<file path="config.mk">
export PLATFORM = sky130hd
export DESIGN_NAME = sys_ctrl_cmd_decoder
export DESIGN_NICKNAME = d
export VERILOG_FILES = /design/src/rtl/sys_ctrl_cmd_decoder.sv
export SDC_FILE = /design/constraint.sdc
export NUM_CORES = 1
export LEC_CHECK = 0
export CAP_MARGIN = 15
export CORE_MARGIN = 10
export CORE_UTILIZATION = 51
export DETAILED_ROUTE_END_ITERATION = 10
export PLACE_DENSITY = 0.89
export SYNTH_ARGS = -nofsm -noshare
export SYNTH_HDL_FRONTEND = slang
export SYNTH_SLANG_ARGS = --single-unit
</file>
<file path="constraint.sdc">
create_clock -name CLK -period 2.06 [get_ports CLK]
set_clock_uncertainty 0.2 [all_clocks]
set_input_delay 0.412 -clock CLK [delete_from_list [all_inputs] [get_ports CLK]]
set_output_delay 0.412 -clock CLK [all_outputs]
set_load 0.05 [all_outputs]
</file>
<file path="src/rtl/sys_ctrl_cmd_decoder.sv">
// rtl/sys_ctrl_cmd_decoder.sv - decodes RX command frames into register-file/ALU transactions and returns result bytes
module sys_ctrl_cmd_decoder #(
    parameter int DATA_WIDTH    = 8,
    parameter int ADDR_WIDTH    = 4,
    parameter int FUN_WIDTH     = 4,
    parameter int ALU_OUT_WIDTH = 16,
    parameter int TIMEOUT       = 255
) (
    input  logic                     CLK,
    input  logic                     RST,
    input  logic [DATA_WIDTH-1:0]    RX_P_DATA,
    input  logic                     RX_D_VLD,
    input  logic [DATA_WIDTH-1:0]    RF_RD_DATA,
    input  logic                     RF_RD_VLD,
    input  logic [ALU_OUT_WIDTH-1:0] ALU_OUT,
    input  logic                     ALU_OUT_VLD,
    input  logic                     TX_FIFO_FULL,
    output logic                     RF_WR_EN,
    output logic                     RF_RD_EN,
    output logic [ADDR_WIDTH-1:0]    RF_ADDR,
    output logic [DATA_WIDTH-1:0]    RF_WR_DATA,
    output logic                     ALU_EN,
    output logic [FUN_WIDTH-1:0]     ALU_FUN,
    output logic                     CLK_GATE_EN,
    output logic [DATA_WIDTH-1:0]    TX_P_DATA,
    output logic                     TX_D_VLD,
    output logic                     CMD_ERR
);
    localparam int CNT_W = $clog2(TIMEOUT + 1);
    localparam logic [CNT_W-1:0] CNT_LAST = CNT_W'(TIMEOUT - 1);
    localparam logic [DATA_WIDTH-1:0] CMD_WR     = DATA_WIDTH'('hAA);
    localparam logic [DATA_WIDTH-1:0] CMD_RD     = DATA_WIDTH'('hBB);
    localparam logic [DATA_WIDTH-1:0] CMD_ALU_OP = DATA_WIDTH'('hCC);
    localparam logic [DATA_WIDTH-1:0] CMD_ALU_NO = DATA_WIDTH'('hDD);

    typedef enum logic [3:0] {
        IDLE, WR_ADDR, WR_DATA, RD_ADDR, RD_WAIT, OP_A, OP_B,
        ALU_FUN_S, ALU_WAIT, TX_RD, TX_LO, TX_HI
    } state_t;

    state_t                   state, state_nxt;
    logic [CNT_W-1:0]         cnt, cnt_nxt;
    logic [ADDR_WIDTH-1:0]    addr_q, addr_nxt;
    logic [DATA_WIDTH-1:0]    rd_q, rd_nxt;
    logic [ALU_OUT_WIDTH-1:0] res_q, res_nxt;
    logic                     wr_en_nxt, rd_en_nxt, alu_en_nxt, gate_nxt, tx_vld_nxt, err_nxt;
    logic [ADDR_WIDTH-1:0]    rf_addr_nxt;
    logic [DATA_WIDTH-1:0]    wr_data_nxt, tx_data_nxt;
    logic [FUN_WIDTH-1:0]     fun_nxt;
    logic                     expired;

    assign expired = (cnt == CNT_LAST);

    always_ff @(posedge CLK) begin
        if (RST) begin
            state       <= IDLE;
            cnt         <= '0;
            addr_q      <= '0;
            rd_q        <= '0;
            res_q       <= '0;
            RF_WR_EN    <= 1'b0;
            RF_RD_EN    <= 1'b0;
            RF_ADDR     <= '0;
            RF_WR_DATA  <= '0;
            ALU_EN      <= 1'b0;
            ALU_FUN     <= '0;
            CLK_GATE_EN <= 1'b0;
            TX_P_DATA   <= '0;
            TX_D_VLD    <= 1'b0;
            CMD_ERR     <= 1'b0;
        end else begin
            state       <= state_nxt;
            cnt         <= cnt_nxt;
            addr_q      <= addr_nxt;
            rd_q        <= rd_nxt;
            res_q       <= res_nxt;
            RF_WR_EN    <= wr_en_nxt;
            RF_RD_EN    <= rd_en_nxt;
            RF_ADDR     <= rf_addr_nxt;
            RF_WR_DATA  <= wr_data_nxt;
            ALU_EN      <= alu_en_nxt;
            ALU_FUN     <= fun_nxt;
            CLK_GATE_EN <= gate_nxt;
            TX_P_DATA   <= tx_data_nxt;
            TX_D_VLD    <= tx_vld_nxt;
            CMD_ERR     <= err_nxt;
        end
    end

    always_comb begin
        state_nxt   = state;
        cnt_nxt     = (cnt == '1) ? cnt : cnt + 1'b1;
        addr_nxt    = addr_q;
        rd_nxt      = rd_q;
        res_nxt     = res_q;
        wr_en_nxt   = 1'b0;
        rd_en_nxt   = 1'b0;
        tx_vld_nxt  = 1'b0;
        err_nxt     = 1'b0;
        rf_addr_nxt = RF_ADDR;
        wr_data_nxt = RF_WR_DATA;
        fun_nxt     = ALU_FUN;
        alu_en_nxt  = ALU_EN;
        gate_nxt    = CLK_GATE_EN;
        tx_data_nxt = TX_P_DATA;
        case (state)
            IDLE: if (RX_D_VLD) begin
                case (RX_P_DATA)
                    CMD_WR:     state_nxt = WR_ADDR;
                    CMD_RD:     state_nxt = RD_ADDR;
                    CMD_ALU_OP: state_nxt = OP_A;
                    CMD_ALU_NO: state_nxt = ALU_FUN_S;
                    default:    err_nxt   = 1'b1;
                endcase
            end
            WR_ADDR: if (RX_D_VLD) begin
                addr_nxt  = RX_P_DATA[ADDR_WIDTH-1:0];
                state_nxt = WR_DATA;
            end
            WR_DATA: if (RX_D_VLD) begin
                rf_addr_nxt = addr_q;
                wr_data_nxt = RX_P_DATA;
                wr_en_nxt   = 1'b1;
                state_nxt   = IDLE;
            end
            RD_ADDR: if (RX_D_VLD) begin
                rf_addr_nxt = RX_P_DATA[ADDR_WIDTH-1:0];
                rd_en_nxt   = 1'b1;
                cnt_nxt     = '0;
                state_nxt   = RD_WAIT;
            end
            RD_WAIT: begin
                err_nxt = RX_D_VLD;
                if (RF_RD_VLD) begin
                    rd_nxt    = RF_RD_DATA;
                    state_nxt = TX_RD;
                end else if (expired) begin
                    err_nxt   = 1'b1;
                    state_nxt = IDLE;
                end
            end
            OP_A: if (RX_D_VLD) begin
                rf_addr_nxt = '0;
                wr_data_nxt = RX_P_DATA;
                wr_en_nxt   = 1'b1;
                state_nxt   = OP_B;
            end
            OP_B: if (RX_D_VLD) begin
                rf_addr_nxt = ADDR_WIDTH'(1);
                wr_data_nxt = RX_P_DATA;
                wr_en_nxt   = 1'b1;
                state_nxt   = ALU_FUN_S;
            end
            ALU_FUN_S: if (RX_D_VLD) begin
                fun_nxt    = RX_P_DATA[FUN_WIDTH-1:0];
                alu_en_nxt = 1'b1;
                gate_nxt   = 1'b1;
                cnt_nxt    = '0;
                state_nxt  = ALU_WAIT;
            end
            ALU_WAIT: begin
                // The enables stay high through the cycle the result is sampled
                err_nxt = RX_D_VLD;
                if (ALU_OUT_VLD) begin
                    res_nxt    = ALU_OUT;
                    alu_en_nxt = 1'b0;
                    gate_nxt   = 1'b0;
                    state_nxt  = TX_LO;
                end else if (expired) begin
                    err_nxt    = 1'b1;
                    alu_en_nxt = 1'b0;
                    gate_nxt   = 1'b0;
                    state_nxt  = IDLE;
                end
            end
            TX_RD: begin
                err_nxt = RX_D_VLD;
                if (!TX_FIFO_FULL) begin
                    tx_data_nxt = rd_q;
                    tx_vld_nxt  = 1'b1;
                    state_nxt   = IDLE;
                end
            end
            TX_LO: begin
                err_nxt = RX_D_VLD;
                if (!TX_FIFO_FULL) begin
                    tx_data_nxt = res_q[DATA_WIDTH-1:0];
                    tx_vld_nxt  = 1'b1;
                    state_nxt   = TX_HI;
                end
            end
            TX_HI: begin
                err_nxt = RX_D_VLD;
                if (!TX_FIFO_FULL) begin
                    tx_data_nxt = res_q[ALU_OUT_WIDTH-1 -: DATA_WIDTH];
                    tx_vld_nxt  = 1'b1;
                    state_nxt   = IDLE;
                end
            end
            default: state_nxt = IDLE;
        endcase
    end
endmodule

</file>
==> results_dict.tcl <==
set metrics [dict create \
    crit_type "flip-flop to flip-flop" \
    grt_first_pass_wirelength_um 14610 \
    syn_area_um2 3218 \
    cts_max_level 3 \
    seqCellArea_um2 1383 \
    p_leak_nw 1.706 \
    drv_cap 0 \
    rows 28 \
    status "finished clean" \
    clock-root-buffer "clkbuf_8" \
    synth-xor-area-share 0.01633 \
    coreArea_um2 6026 \
    worstPathMaxFanout 10 \
    max_freq_mhz 502.2 \
    dr_total_vias 3087 \
    syn_nets 420 \
    synthMuxAreaShare 0.09642 \
    hold_ws_ns 0.1968 \
    drt_wl_total_um 9084 \
    async_reset_ff_frac 0 \
    clock_latency_ns 0.35 \
    cts_tree "yes" \
    antenna_found_initial 0 \
    synth_simple_gate_area_frac 0.2247 \
    drc 0 \
    slew_viol_final 0 \
    netlist_instances 380 \
    grt_max_degree 28 \
    die_h_um 99.44 \
    chipWidth_um 99.44 \
    grt_overflow 0 \
    first_pass_iters 5 \
    path_clk_slew_ns 0.08 \
    cts_setup_buffers 0 \
    ctsResizeCount 0 \
    synthFlopType "dfxtp_1" \
    pwr_density_cell_nw_per_um2 625.5 \
    final.min_clock_period_ns 1.991 \
    min_period_over_period 0.9665 \
    grt_pass1_vias 3116 \
    die_area_um2 9887 \
    place_congestion 0.9327 \
    synth-compound-area-share 0.1719 \
    worst_slew_pin_slew_ns 0.3905 \
    multiInputGateArea_um2 1692 \
    layout_common_cells "dfxtp_1 (68), buf_4 (63), nor2_1 (52), nand2_1 (52), a21oi_1 (41)" \
    startpoint_type "flip-flop" \
    final_common_cell "dfxtp_1" \
    ant_nets 0 \
    setup_viol 0 \
    crit_chain "buf_4, nor2b_1, o2bb2ai_1, nand2_1, nor4bb_1, or3_1" \
    io_buffers 67 \
    area_growth_pct 33.36 \
    fillers 443 \
    yosysSeqAreaShare 0.4292 \
    clkSinkCount 69 \
    nets 505 \
    numCtsBuffers 9 \
    final_hold_viol_count 0 \
    drive_gt1_frac 0.2000 \
    worst_path_largest_cell_delay_ns 0.51 \
    drt_first_iter_violations 270 \
    num_io_pins 68 \
    vias_per_cell 5.664 \
    arrival_ns 2.08 \
    cts_buffer_depth 2 \
    cts_hold_buf 0 \
    critPathSlowestCell "dfxtp_1" \
    syn_avg_cell_area_um2 8.469 \
    grt_usage 0.1758 \
    synth_top_family_by_area "simple AND/OR/NAND/NOR gates" \
    synthAdderAreaFrac 0.007776 \
    rsz0062_at_grt "no" \
    wl_per_cell_um 16.67 \
    yosysWarnings 0 \
    antennaDiodeCount 0 \
    ys_ff_latch 69 \
    synth_edf_count 0 \
    cp.required_ns 2.15 \
    ys_types 51 \
    fin_total_pwr_mw 2.684 \
    slew_headroom 0.7390 \
    dpl.hpwl_um 6416 \
    initial_core_util 0.5341 \
    hold_path_class "primary input to flip-flop" \
    end_kind "flip-flop" \
    peakVddDrop_mv 0.4242 \
]
## cell type report
type	instances	area share
clock inverters	5	0.01341
multi-input cells	276	0.3942
repair buffers	102	0.2070
well taps	75	0.02187
inverters	7	0.006122
clock buffers	11	0.03528
flip-flops and latches	69	0.3222
## metrics by stage
step	instance area, um2	utilization	setup TNS (ns)	setup slack, ns	cells
finish	4292	0.7122	0	0.06893	545
global route	4292	0.7122	0	0.001514	545
CTS	4253	0.7058	0	0.002614	545
detailed placement	4044	0.6711	-3.974	-0.3479	529
global placement	4044	0.6711	-2.933	-0.2755	529
floorplan	3218	-	0	0.2764	380
## critical path, delay by kind of cell (launching register included)
kind	cells	cell delay (ns)
AND/OR/NAND/NOR	4	0.84
flip-flops	1	0.51
buffers and inverters	1	0.24
AO/OA/AOI/OAI	1	0.15
## cells in the mapped netlist (2+ instances only)
| cell type | number | area share |
|---|---|---|
| nor3_1 | 2 | 0.0031 |
| inv_1 | 7 | 0.0082 |
| mux2i_1 | 31 | 0.096 |
| nand3_1 | 10 | 0.016 |
| o22ai_1 | 3 | 0.0058 |
| a21oi_1 | 41 | 0.064 |
| and3b_1 | 3 | 0.0082 |
| a221oi_1 | 2 | 0.0054 |
| nor2b_1 | 3 | 0.0058 |
| a31oi_1 | 3 | 0.0058 |
| or3_1 | 5 | 0.0097 |
| nor2_1 | 52 | 0.061 |
| nand2_1 | 52 | 0.061 |
| nand2b_1 | 8 | 0.016 |
| clkbuf_2 | 2 | 0.0031 |
| xnor2_1 | 5 | 0.014 |
| o2bb2ai_1 | 4 | 0.011 |
| and3_1 | 2 | 0.0039 |
| nor3b_1 | 3 | 0.0070 |
| buf_4 | 5 | 0.012 |
| clkbuf_1 | 10 | 0.012 |
| o21ai_0 | 8 | 0.012 |
| buf_2 | 10 | 0.016 |
| dfxtp_1 | 69 | 0.43 |
| ha_1 | 2 | 0.0078 |
| a211oi_1 | 12 | 0.028 |
| nor4bb_1 | 2 | 0.0062 |
## flip-flops by register name, summed over array words and instances (netlist names)
name / flops
ALU_FUN: 4
CLK_GATE_EN: 1
CMD_ERR: 1
RF_ADDR: 4
RF_RD_EN: 1
RF_WR_DATA: 8
RF_WR_EN: 1
TX_D_VLD: 1
TX_P_DATA: 8
addr_q: 4
cnt: 8
rd_q: 8
res_q: 16
state: 4
## metal layers
| metal | part of all wire | vias to the layer above | global-route usage |
|---|---|---|---|
| met5 | 0 | - | 0 |
| met4 | 0.023 | 0 | 0.08931 |
| met3 | 0.075 | 19 | 0.04706 |
| met2 | 0.49 | 127 | 0.2866 |
| met1 | 0.42 | 1455 | 0.2074 |
| li1 | - | 1486 | - |
## logic make-up after synthesis
kind of cell	count (synthesis)
adder cells (fa/ha/maj)	2
AND/OR/NAND/NOR	152
XOR/XNOR	6
AO/OA/AOI/OAI	85
multiplexers	31
flip-flops	69
buffers and inverters	35
## worst paths after layout
check                  end  cells after the start  slack, ns    startpoint
max               state[2]                      6       0.07      state[2]
min          RF_WR_DATA[5]                      3       0.20  RX_P_DATA[5]
max reg2reg       state[2]                      6       0.07      state[2]
min reg2reg       res_q[2]                      2       0.26      res_q[2]
## power breakdown
part	total, mW	switching, mW	internal, mW
Sequential	1.35	0.00663	1.34
Combinational	0.183	0.0803	0.103
Clock	1.16	0.528	0.627
Total	2.68	0.615	2.07
(Power assumes the default switching activity.)
==> patch 1, RTL diff (same settings) <==
The 12 states of `state_t` get a one-hot encoding in 12 bits.
--- a/src/rtl/sys_ctrl_cmd_decoder.sv
+++ b/src/rtl/sys_ctrl_cmd_decoder.sv
@@ -34,7 +34,7 @@
     localparam logic [DATA_WIDTH-1:0] CMD_ALU_NO = DATA_WIDTH'('hDD);
 
-    typedef enum logic [3:0] {
-        IDLE, WR_ADDR, WR_DATA, RD_ADDR, RD_WAIT, OP_A, OP_B,
-        ALU_FUN_S, ALU_WAIT, TX_RD, TX_LO, TX_HI
+    typedef enum logic [11:0] {
+        IDLE = 12'b000000000001, WR_ADDR = 12'b000000000010, WR_DATA = 12'b000000000100, RD_ADDR = 12'b000000001000, RD_WAIT = 12'b000000010000, OP_A = 12'b000000100000, OP_B = 12'b000001000000,
+        ALU_FUN_S = 12'b000010000000, ALU_WAIT = 12'b000100000000, TX_RD = 12'b001000000000, TX_LO = 12'b010000000000, TX_HI = 12'b100000000000
     } state_t;
 
Behaviour: same outputs for any inputs over 10 cycles, from zero or initial values and one cycle with RST high; not proved beyond that.
==> patch 1 against the original RTL <==
- the flow now finishes with violations (setup timing)
- area after synthesis increased by 9.3%
- sequential cell count increased by 8
- routed wire length increased by 47%
- core utilization is 8.5 points higher
- critical path depth grew 3
- worst setup slack worse by 0.74 ns
- design area grew 26%
- die area up 7.4%
- global-route usage increased by 5.4 points
- non-clock buffer count is 41 higher
Power is not compared: it rests on default switching activity, and its combinational part moved more than twofold at a synthesized area within 25%.
==> patch 1: results (changes against the original RTL) <==
M3 GR Usage=6.501% (+1.8 points); # setup viols final=69 (+69); failing checks=setup timing; fraction of layout cells with a size suffix above 1=37.73% (+18 points); NumNets Final=581 (+15%); GRT Util Overall=23.01% (+5.4 points); first-pass GRT wire length=19230 um (+32%); cells after synthesis=410 (+7.9%); synth cell count leaders=dfxtp_1 (77), nor2_1 (61), nand2_1 (46); Multi-input gate area=2241 um2 (+32%); Slew @ Worst Pin=0.7406 ns (+0.3501 ns); Clock Latency Late Sink=0.37 ns (+0.02 ns); Via density=6.347 (+12%); via count=3973 (+29%); Fillers=369 (-17%); status=finished with violations; worst path arrival time=2.82 ns (+0.74 ns); Hold WS=0.2276 ns (+0.03078 ns); Slowest cell on crit path=or4_4; GPL Wtd Cong=0.9304 (-0.25%); library cells used by synthesis=57 (+12%); Net Count, Synth=450 (+7.1%); Routed WL=13350 um (+47%); DRT met1 WL=4928 um (+30%); DR iter-0 viols=383 (+42%); signal buffers share of area=23.27% (+2.6 points); DP HPWL=7614 um (+19%); #FFs+latches synth=77 (+12%); Synth Cell Area=3516 um2 (+9.3%); dpl ws=-0.8106 ns (-0.4627 ns); max incr delay on CP=0.56 ns (+0.05 ns); worst setup margin=-0.6751 ns (-0.7440 ns); synth top area cells=dfxtp_1 (44%), mux2i_1 (8.5%), nor2_1 (6.5%); met2 wire length=6649 um (+51%); Setup TNS=-22.65 ns (-22.65 ns); ClkCell Share=3.832% (-1.0 points); Non-CTS buffers=143 (+40%); metal3 WL=1034 um (+51%); largest net degree at the start of global routing=30 (+7.1%); met2 GRT Util=39.49% (+11 points); register area share after synthesis=43.84% (+0.92 points); multiplexer share of the synthesized area=8.541% (-1.1 points); placed insts=597 (+13%)
patch 1: changes by cell type after synthesis, sizes merged, moves of 7 or more:
cell,before,now
a211oi,13,4
a21oi,42,23
a22oi,0,8
a31oi,3,12
buf,16,7
dfxtp,69,77
nor2,52,62
nor3,2,9
o21ai,8,23
patch 1: worst register-to-register path: cells and delay by family (launching register included):
family	cells	cell delay [ns]
DFF	1	0.34
AOI/OAI and AO/OA	4	0.54
and+or+nand+nor	3	1.23
buffers and inverters	2	0.34
patch 1: cells by family after synthesis:
kind of cell	after synthesis
flip-flops	77
AO/OA/AOI/OAI	88
XOR/XNOR	9
buffers and inverters	32
multiplexers	30
AND/OR/NAND/NOR	172
adder cells (fa/ha/maj)	2
patch 1: final timing paths:
check	startpoint	endpoint	slack, ns	cells past startpoint
worst min-delay path	RX_P_DATA[5]	RF_WR_DATA[5]$_SDFFE_PP0P_	0.23	3
worst max-delay path	state[6]$_SDFFE_PP0P_	state[10]$_SDFFE_PP0P_	-0.68	9
worst max register to register	state[6]$_SDFFE_PP0P_	state[10]$_SDFFE_PP0P_	-0.68	9
worst min register to register	rd_q[5]$_SDFFE_PP0P_	rd_q[5]$_SDFFE_PP0P_	0.27	2
patch 1: what timing repair did:
action | CTS | global route
pin swaps | 27 | 30
buffers inserted | 11 | 8
setup endpoints to repair | 69 | 77
gates resized for setup | 72 | 50
gates cloned | 2 | 0
patch 1: power groups by stage:
stage	Combinational [mW]	Clock (mW)	Sequential (mW)
floorplan	0.409	0	1.60
global placement	0.713	0	1.57
detailed placement	0.727	0	1.57
CTS	0.980	1.22	1.54
global route	1.26	1.28	1.54
finish	1.22	1.23	1.54
==> patch 2, RTL diff (same flow settings) <==
Made on the original files. Change the parameter `DATA_WIDTH` from 8 to 6.
--- a/src/rtl/sys_ctrl_cmd_decoder.sv
+++ b/src/rtl/sys_ctrl_cmd_decoder.sv
@@ -1,5 +1,5 @@
 // rtl/sys_ctrl_cmd_decoder.sv - decodes RX command frames into register-file/ALU transactions and returns result bytes
 module sys_ctrl_cmd_decoder #(
-    parameter int DATA_WIDTH    = 8,
+    parameter int DATA_WIDTH    = 6,
     parameter int ADDR_WIDTH    = 4,
     parameter int FUN_WIDTH     = 4,
Ports: changed (resized RF_RD_DATA, RF_WR_DATA, RX_P_DATA and TX_P_DATA); port bits go from 68 to 60. No check against the original RTL was run, so the function may have changed too.
==> patch 2 against the original RTL <==
- critical path depth did not move
- worst setup slack got worse by 0.010 ns
- design area fell by 12%
- area after synthesis fell by 10%
- largest cell class unchanged
- sequential cell count fell by 10
- register-to-register slack improved by 0.14 ns
- routed wire length fell by 20%
- worst hold slack improved by 0.058 ns
Power is not compared: it rests on default switching activity, and its combinational part moved more than twofold at a synthesized area within 25%.
==> patch 2: results (changes against the original RTL) <==
Via density=5.488 (-3.1%); GRT Util Overall=16.66% (-0.92 points); vias in the first global route=2557 (-18%); Hold WS=0.2543 ns (+0.05752 ns); Overflow after GRT=0 (unchanged); Routed WL=7283 um (-20%); initial antenna violation count=0 (unchanged); status=complete, no violations; DP HPWL=5159 um (-20%); placed insts=456 (-14%); H-tree level count=3 (unchanged); worst reg2reg endpoint=rd_q[1]$_SDFFE_PP0P_; Net Count, Synth=364 (-13%); Reg2Reg Depth=5 (-1); Avg Cell Area, Syn=8.804 um2 (+4.0%); synth top area cells=dfxtp_1 (41%), mux2i_1 (9.7%), nor2_1 (6.8%); CTS max path bufs=2 (unchanged); worst path arrival time=2.06 ns (-0.02 ns); Pleak=1.506 nW; GPL Wtd Cong=0.8665 (-7.1%); largest net degree at the start of global routing=26 (-7.1%); # port buffers=55 (-18%); fraction of layout cells with a size suffix above 1=21.34% (+1.3 points); clock root cell=clkbuf_8; number of diodes=0 (unchanged); Hold EP=res_q[4]$_SDFFE_PP0P_; Area after DPL=3471 um2 (-14%); Worst-path clk slew=0.07 ns; Slew @ Worst Pin=0.5121 ns (+0.1216 ns); biggest regs=res_q x12, cnt x8; Clock Latency Late Sink=0.35 ns (about the same); R2R Setup Slk=0.21 ns (+0.14 ns); YS warnings=0 (unchanged); peak supply drop=633.3 uV; Worst Hold Launch=res_q[4]$_SDFFE_PP0P_; synth cell count leaders=dfxtp_1 (59), nor2_1 (52), nand2_1 (38); DR iter-0 viols=262 (-3.0%); Non-Filler Instances=475 (-13%); NumNets Final=434 (-14%); worst r2r src=state[2]$_SDFFE_PP0P_; min-delay worst type=register to register; hold path cells=2 (-1); Synth async-reset ratio=0% (unchanged); first-pass GRT wire length=11900 um (-19%); CP Max Fanout=3 (-7); library cells used by synthesis=62 (+22%); dpl ws=-0.3634 ns (-0.01548 ns); Inserted Clock Buffers=9 (unchanged); Pre-antenna DRT Iters=4 (-1); register area share after synthesis=40.90% (-2.0 points)
-- patch 2: cell count changes in the layout (fill, tap and decap cells not counted), sizes merged, moves of 3 or more --
cell,delta
a211oi,-4
a21oi,-13
buf,-13
clkdlybuf4s50,-7
dfxtp,-10
mux2i,-3
nand2,-14
nand3,-3
nor2,+3
nor3,+5
or3,-3
-- patch 2: area by class of cell --
class / instances / area [um2]
flip-flops and latches: 59 / 1181
well taps: 72 / 90.09
clock inverters: 5 / 107.6
multi-input cells: 242 / 1531
clock buffers: 11 / 151.4
repair buffers: 81 / 711.9
inverters: 5 / 18.77
fillers: 418 / 1714
-- patch 2: worst max-delay path: stages --
cell and delay (ns):
clkdlybuf4s50_1 0.46, xnor2_2 0.23, o211ai_2 0.16, a211oi_4 0.37, o311ai_4 0.17, o31ai_1 0.26
-- patch 2: worst max path at each step --
stage                  from               endpoint  slack, ns  cells after the start
2_1_floorplan  RX_P_DATA[1]  state[2]$_SDFFE_PP0P_       0.31                      5
3_3_place_gp   RX_P_DATA[1]  state[1]$_SDFFE_PP0P_      -0.26                      7
3_5_place_dp   RX_P_DATA[1]  state[1]$_SDFFE_PP0P_      -0.36                      7
4_1_cts        RX_P_DATA[1]  state[1]$_SDFFE_PP0P_       0.02                      7
5_1_grt        RX_P_DATA[4]  state[3]$_SDFFE_PP0P_      -0.04                      6
6_report       RX_P_DATA[4]  state[3]$_SDFFE_PP0P_       0.06                      6
-- patch 2: cells by family (layout without fill, tap and decap cells) --
| group | count (synthesis) | in the layout | share of synthesized area (%) |
|---|---|---|---|
| AND/OR/NAND/NOR | 136 | 136 | 22.70 |
| multiplexers | 28 | 28 | 9.705 |
| XOR/XNOR | 5 | 5 | 1.777 |
| flip-flops | 59 | 59 | 40.90 |
| buffers and inverters | 27 | 102 | 7.062 |
| adder cells (fa/ha/maj) | 2 | 2 | 0.8664 |
| AO/OA/AOI/OAI | 71 | 71 | 16.99 |
-- patch 2: timing repair --
action | in CTS | in global routing
resized for setup | 1 | 7
endpoints found under the hold margin | 0 | 0
setup buffers | 0 | 3
hold buffers | 0 | 0
pin swaps | 0 | 4
setup endpoints to repair | 1 | 9
-- patch 2: routing by layer --
| layer | vias to the layer above | GRT usage [%] | routed length [um] |
|---|---|---|---|
| li1 | 1283 | - | - |
| met4 | 0 | 7.107 | 139 |
| met5 | - | 0 | 0 |
| met3 | 14 | 7.620 | 533 |
| met2 | 95 | 26.02 | 3497 |
| met1 | 1215 | 19.31 | 3113 |
-- patch 2: power breakdown --
| part | switching (mW) | internal, mW | total (mW) |
|---|---|---|---|
| clock | 0.475 | 0.875 | 1.35 |
| combinational | 0.301 | 0.255 | 0.556 |
| sequential | 0.0291 | 1.17 | 1.20 |
